[src/rtl/cmul_pkg.sv]
// cmul_pkg: shared widths, types and helpers for the cmul_pipe complex multiplier.
package cmul_pkg;

   localparam int unsigned CMUL_W_DEF  = 8;
   localparam int unsigned CMUL_W_MIN  = 4;
   localparam int unsigned CMUL_W_MAX  = 18;
   // Holds rr - ii / ri + ir without loss at the largest legal W.
   localparam int unsigned CMUL_CPLX_W = 2*CMUL_W_MAX+3;
   // Working width of the round/saturate datapath.
   localparam int unsigned CMUL_ACC_W  = 64;

   typedef struct packed {
      logic signed [CMUL_CPLX_W-1:0] re;
      logic signed [CMUL_CPLX_W-1:0] im;
   } cplx_t;

   typedef struct packed {
      logic                         sat;
      logic signed [CMUL_ACC_W-1:0] val;
   } satres_t;

   // Output components must hold the full product without overflow.
   function automatic logic ow_ok(input int unsigned w, input int unsigned ow);
      return ow >= 2*w+1;
   endfunction

   // Arithmetic right shift with round-half-up, then clip to signed w bits.
   function automatic satres_t sat_round(input logic signed [CMUL_ACC_W-1:0] value,
                                         input int unsigned shift,
                                         input int unsigned w);
      logic signed [CMUL_ACC_W-1:0] one;
      logic signed [CMUL_ACC_W-1:0] r;
      logic signed [CMUL_ACC_W-1:0] hi;
      logic signed [CMUL_ACC_W-1:0] lo;
      satres_t                      res;
      one = 64'sd1;
      r   = value;
      if (shift > 0) begin
         r = (value + (one <<< (shift-1))) >>> shift;
      end
      hi      = (one <<< (w-1)) - one;
      lo      = -hi - one;
      res.sat = 1'b0;
      res.val = r;
      if (r > hi) begin
         res.val = hi;
         res.sat = 1'b1;
      end else if (r < lo) begin
         res.val = lo;
         res.sat = 1'b1;
      end
      return res;
   endfunction

endpackage

[src/rtl/cmul_pipe_mult.sv]
// cmul_mult: registered signed AW x AW multiplier with load enable.
module cmul_mult
   import cmul_pkg::*;
#(
   parameter int unsigned AW = CMUL_W_DEF+1
)(
   input  logic                   clk,
   input  logic                   rst,
   input  logic                   en,
   input  logic signed [AW-1:0]   a,
   input  logic signed [AW-1:0]   b,
   output logic signed [2*AW-1:0] p
);

   logic signed [2*AW-1:0] ax;
   logic signed [2*AW-1:0] bx;

   assign ax = (2*AW)'(a);
   assign bx = (2*AW)'(b);

   // Product register, loads only when the pipeline advances.
   always_ff @(posedge clk or posedge rst) begin
      if (rst) begin
         p <= '0;
      end else if (en) begin
         p <= ax * bx;
      end
   end

endmodule

[src/rtl/cmul_pipe.sv]
// cmul_pipe: 3-stage pipelined signed complex multiplier, p = a*b or a*conj(b),
// valid/ready on both sides. Optional CMUL_SAT_EN: shift/round/saturate to W
// bits in S3 and expose the sat flag port.
module cmul_pipe
   import cmul_pkg::*;
#(
   parameter int unsigned W     = CMUL_W_DEF,
   parameter int unsigned OW    = 2*W+1,
   parameter int unsigned SHIFT = W-1
)(
   input  logic                 clk,
   input  logic                 rst,
   input  logic                 in_valid,
   output logic                 in_ready,
   input  logic                 conj,
   input  logic signed [W-1:0]  a_re,
   input  logic signed [W-1:0]  a_im,
   input  logic signed [W-1:0]  b_re,
   input  logic signed [W-1:0]  b_im,
   output logic                 out_valid,
   input  logic                 out_ready,
   output logic signed [OW-1:0] p_re,
   output logic signed [OW-1:0] p_im
`ifdef CMUL_SAT_EN
   ,
   output logic                 sat
`endif
);

   localparam int unsigned PW = 2*W+2;

   if (W < CMUL_W_MIN || W > CMUL_W_MAX) begin : g_bad_w
      $error("cmul_pipe: W out of range 4..18");
   end
   if (!ow_ok(W, OW)) begin : g_bad_ow
      $error("cmul_pipe: OW must be at least 2*W+1");
   end
   if (SHIFT >= CMUL_ACC_W-1) begin : g_bad_shift
      $error("cmul_pipe: SHIFT exceeds rounding datapath width");
   end

   logic advance;
   logic v1, v2, v3;

   logic signed [W:0] s1_are, s1_aim, s1_bre, s1_bim;
   logic signed [PW-1:0] rr, ii, ri, ir;
   cplx_t full;

   // The whole pipeline moves together unless the output beat is blocked.
   assign advance   = ~v3 | out_ready;
   assign in_ready  = advance;
   assign out_valid = v3;

   // S1: operand capture; conj negates b_im at W+1 bits so the most negative value is exact.
   always_ff @(posedge clk or posedge rst) begin
      if (rst) begin
         v1     <= 1'b0;
         s1_are <= '0;
         s1_aim <= '0;
         s1_bre <= '0;
         s1_bim <= '0;
      end else if (advance) begin
         v1     <= in_valid;
         s1_are <= (W+1)'(a_re);
         s1_aim <= (W+1)'(a_im);
         s1_bre <= (W+1)'(b_re);
         s1_bim <= conj ? -((W+1)'(b_im)) : (W+1)'(b_im);
      end
   end

   // S2: valid bit travelling alongside the product registers.
   always_ff @(posedge clk or posedge rst) begin
      if (rst) begin
         v2 <= 1'b0;
      end else if (advance) begin
         v2 <= v1;
      end
   end

   cmul_mult #(.AW(W+1)) u_rr (.clk(clk), .rst(rst), .en(advance), .a(s1_are), .b(s1_bre), .p(rr));
   cmul_mult #(.AW(W+1)) u_ii (.clk(clk), .rst(rst), .en(advance), .a(s1_aim), .b(s1_bim), .p(ii));
   cmul_mult #(.AW(W+1)) u_ri (.clk(clk), .rst(rst), .en(advance), .a(s1_are), .b(s1_bim), .p(ri));
   cmul_mult #(.AW(W+1)) u_ir (.clk(clk), .rst(rst), .en(advance), .a(s1_aim), .b(s1_bre), .p(ir));

   // Full-precision combine of the S2 products.
   always_comb begin
      full.re = CMUL_CPLX_W'(rr) - CMUL_CPLX_W'(ii);
      full.im = CMUL_CPLX_W'(ri) + CMUL_CPLX_W'(ir);
   end

`ifdef CMUL_SAT_EN
   satres_t sr_re, sr_im;

   // Rounding and clipping fold into the S3 cycle, so latency is unchanged.
   always_comb begin
      sr_re = sat_round(CMUL_ACC_W'(full.re), SHIFT, W);
      sr_im = sat_round(CMUL_ACC_W'(full.im), SHIFT, W);
   end

   // S3: scaled, saturated result and clip flag.
   always_ff @(posedge clk or posedge rst) begin
      if (rst) begin
         v3   <= 1'b0;
         p_re <= '0;
         p_im <= '0;
         sat  <= 1'b0;
      end else if (advance) begin
         v3   <= v2;
         p_re <= OW'(sr_re.val);
         p_im <= OW'(sr_im.val);
         sat  <= sr_re.sat | sr_im.sat;
      end
   end
`else
   // S3: full-precision result; narrowing to OW is lossless since |p| <= 2^(2W-1).
   always_ff @(posedge clk or posedge rst) begin
      if (rst) begin
         v3   <= 1'b0;
         p_re <= '0;
         p_im <= '0;
      end else if (advance) begin
         v3   <= v2;
         p_re <= OW'(full.re);
         p_im <= OW'(full.im);
      end
   end
`endif

endmodule

[config.mk]
export PLATFORM = sky130hd
export DESIGN_NAME = cmul_pipe
export DESIGN_NICKNAME = d
export VERILOG_FILES = /design/src/rtl/cmul_pkg.sv /design/src/rtl/cmul_pipe_mult.sv /design/src/rtl/cmul_pipe.sv
export SDC_FILE = /design/constraint.sdc
export NUM_CORES = 1
export LEC_CHECK = 0
export CAP_MARGIN = 20
export CORE_MARGIN = 1
export CORE_UTILIZATION = 50
export DETAILED_ROUTE_END_ITERATION = 8
export GPL_TIMING_DRIVEN = 0
export PLACE_DENSITY = 0.73
export SLEW_MARGIN = 20
export SYNTH_ARGS = -nofsm -noshare
export SYNTH_HDL_FRONTEND = slang
export SYNTH_SLANG_ARGS = --single-unit
[constraint.sdc]
create_clock -name clk -period 4.26 [get_ports clk]
set_input_delay 0.639 -clock clk [delete_from_list [all_inputs] [get_ports clk]]
set_output_delay 0.639 -clock clk [all_outputs]
set_load 0.02 [all_outputs]
==> impl_metrics.toml <==
[logic_synthesis]
synth_top_cell_by_area = "sky130_fd_sc_hd__fa_1"
sequential_share_of_the_synthesized_area_pct = 19.8
dominantRegCellSynth = "sky130_fd_sc_hd__dfrtp_1"
syn_nets = 2357
share_of_the_synthesized_area_in_the_top_cell_type_pct = 27.3
post_synth.cell_area_avg_um2 = 8.88
synth-edff-count = 0
synth_area_leaders = "sky130_fd_sc_hd__fa_1 (27%), sky130_fd_sc_hd__dfrtp_1 (20%), sky130_fd_sc_hd__ha_1 (11%), sky130_fd_sc_hd__inv_1 (7.8%), sky130_fd_sc_hd__and2_1 (6.2%)"
async_flop_share_pct = 100
synth_cell_type_count = 71
synth.most_common_cell = "sky130_fd_sc_hd__inv_1"
synth_top_cells_by_count = "sky130_fd_sc_hd__inv_1 (358), sky130_fd_sc_hd__nand2_1 (252), sky130_fd_sc_hd__fa_1 (234), sky130_fd_sc_hd__and2_1 (169), sky130_fd_sc_hd__ha_1 (153)"
syn_area_um2 = 17200
synthesis.instances = 1933
yosysWarnings = 0
ys_seq_elements = 136

[sta]
number_of_hold_violations_in_the_final_report = 0
setup_viol_count_final = 27
timing_max_transition_violations_final = 0
grt_setup_unrepaired = "yes"
fin_skew_ns = 0.0138
worst_slew_pin_slew_ns = 0.915
relSlewSlack_pct = 39.0
fmaxAchievable_mhz = 213
fin_crit_sh_pct = 110
min_period_ns = 4.69
final_setup_margin_ns = -0.426

[hold_path]
holdCritPathClass = "reg2reg"

[final_layout]
multi_input_comb_area_um2 = 13300
final_cells = 2591
drive_gt1_share_pct = 19.3
nNetsFinal = 2552
area_delta_synth_final_pct = 26.5
layout.filler_cells = 2562
area.sequential_um2 = 3440

[critical_path]
crit_required_ns = 4.55
reg_to_reg_slack_setup_ns = -0.43
critical_path_peak_fanout = 5
worstSetupEndpointType = "register"
cp.arrival_ns = 4.97
criticalPathCategory = "reg2reg"
startpoint_type = "register"

[global_routing]
vias_in_the_first_global_route = 14800
grt_max_degree = 35
globalRouteOverflowTotal = 0
grt_first_pass_wirelength_mm = 79.8
grt_util_all_layers_pct = 29.7
antenna_found_initial = 1

[placed_design]
dp.cells = 2456
globalplace.congestion = 0.909
port_buffers = 71
dp_hpwl_mm = 36.3

[clock_network]
clkLatencyLatePin_ns = 0.45
clock_sinks = 136
cts.path.max_buffers = 2
cts_root_buffer = "sky130_fd_sc_hd__clkbuf_16"
cts.clk_slew.worst_paths_ns = 0.07
cts_tree = "built"
cts_buffers = 17
cts.htree.levels = 4

[floorplanning]
dieWidth_um = 187
ios = 73
vertical_extent_of_the_die_um = 187
start_util_pct = 51.0
number_of_rows_in_the_core_area = 67
core_um2 = 33700
fp.dieArea_um2 = 35100

[run]
max-cap-violations = 0

[route]
via_count = 14600
wl_mm = 53.3
drtAntennaViolNets = 0
detail_route.wl_per_cell_um = 20.6
drt_first_pass_iters = 5
detail_route.drc_violations = 0
first_iter_violations = 1342
routed_via_density = 5.62

[run_status]
failed_checks = "setup timing"
run_status = "finished, violations left"
[cells by family (layout without fill, tap and decap cells)]
logic type,count (synthesis),count (layout),share of synthesized area (%)
adders and majority gates,387,387,38.4
and+or+nand+nor,612,612,17.2
DFF,136,136,19.8
AOI/OAI and AO/OA,275,275,10.1
buffers and inverters,427,635,9.54
xor gates and xnor gates,92,92,4.69
other,0,2,0
muxes,4,4,0.248
[area by class of cell]
cell class              instances  area share (%)
diodes                          2          0.0230
flip-flops and latches        136            15.9
inverters                     359            6.25
clock buffers                  19            2.09
multi-input cells            1370            61.4
repair buffers                177            7.90
clock inverters                13           0.882
plain buffers                  67            2.98
well taps                     448            2.58
[registers in the layout, indices dropped and copies added (netlist names)]
register   cells
u_ri.p        17
out_valid      1
u_ir.p        16
p_im          17
s1_bim         9
p_re          17
s1_are         8
u_rr.p        16
s1_bre         8
s1_aim         8
v2             1
v1             1
u_ii.p        17
[critical path, stage by stage (launching register included)]
cell                        delay [ns]
sky130_fd_sc_hd__dfrtp_2          0.43
sky130_fd_sc_hd__buf_12           0.14
sky130_fd_sc_hd__clkbuf_16        0.15
sky130_fd_sc_hd__buf_8            0.14
sky130_fd_sc_hd__and2_4           0.16
sky130_fd_sc_hd__fa_1             0.50
sky130_fd_sc_hd__fa_1             0.51
sky130_fd_sc_hd__fa_1             0.53
sky130_fd_sc_hd__inv_1            0.05
sky130_fd_sc_hd__fa_1             0.50
sky130_fd_sc_hd__inv_2            0.06
sky130_fd_sc_hd__ha_4             0.28
sky130_fd_sc_hd__and4_4           0.22
sky130_fd_sc_hd__or3b_4           0.42
sky130_fd_sc_hd__nand3b_1         0.12
sky130_fd_sc_hd__a21oi_2          0.07
sky130_fd_sc_hd__xor2_1           0.16
sky130_fd_sc_hd__o21ai_1          0.07
[cells in the final DEF (no fill, tap or decap), types with 41 or more instances in the layout]
cell	count
sky130_fd_sc_hd__inv_1	340
sky130_fd_sc_hd__ha_1	121
sky130_fd_sc_hd__buf_4	75
sky130_fd_sc_hd__and2_1	156
sky130_fd_sc_hd__fa_1	222
sky130_fd_sc_hd__nor2_1	83
sky130_fd_sc_hd__nand2_1	240
sky130_fd_sc_hd__clkdlybuf4s50_1	71
sky130_fd_sc_hd__a21oi_1	59
sky130_fd_sc_hd__o21ai_0	54
sky130_fd_sc_hd__xnor2_1	41
sky130_fd_sc_hd__dfrtp_1	103
[routing by layer]
| metal | up-vias | global-route usage (%) | share of wire, % |
|---|---|---|---|
| li1 | 6437 | - | - |
| met1 | 7186 | 37.9 | 38 |
| met2 | 725 | 46.6 | 46 |
| met3 | 212 | 6.40 | 8.9 |
| met4 | 0 | 17.2 | 6.9 |
| met5 | - | 0 | 0 |
[path summary, 6_finish.rpt]
check	from	endpoint	cells after the start
min	v2$_DFFE_PP0P_	out_valid$_DFFE_PP0P_	1
min reg2reg	v2$_DFFE_PP0P_	out_valid$_DFFE_PP0P_	1
max reg2reg	s1_are[6]$_DFFE_PP0P_	u_ri.p[13]$_DFFE_PP0P_	17
min in group asynchronous	rst	p_im[8]$_DFFE_PP0P_	2
max in group asynchronous	rst	s1_aim[3]$_DFFE_PP0P_	6
max	s1_are[6]$_DFFE_PP0P_	u_ri.p[13]$_DFFE_PP0P_	17
[through the flow]
step	setup TNS, ns	utilization, %	cell area (um^2)	setup WS (ns)	hold WS (ns)
finish	-6.60	64.4	21700	-0.426	0.466
global route	-9.55	64.4	21700	-0.511	0.491
CTS	-3.88	62.2	21000	-0.323	0.469
detailed placement	-27.81	55.1	18600	-1.34	0.459
global placement	-25.57	54.9	18500	-1.28	0.442
floorplan	-0.0195	-	17200	-0.0195	0.430
[repair_timing]
action / in CTS / in global routing
endpoints found under the setup margin: 41 / 32
hold buffers: 0 / 0
gates cloned: 2 / 0
resized for setup: 270 / 134
setup buffers: 72 / 28
pin swaps: 72 / 100
Power is left out: the tool's default activity adds up to more than one toggle a clock period on the data nets, which glitch-free logic cannot reach.
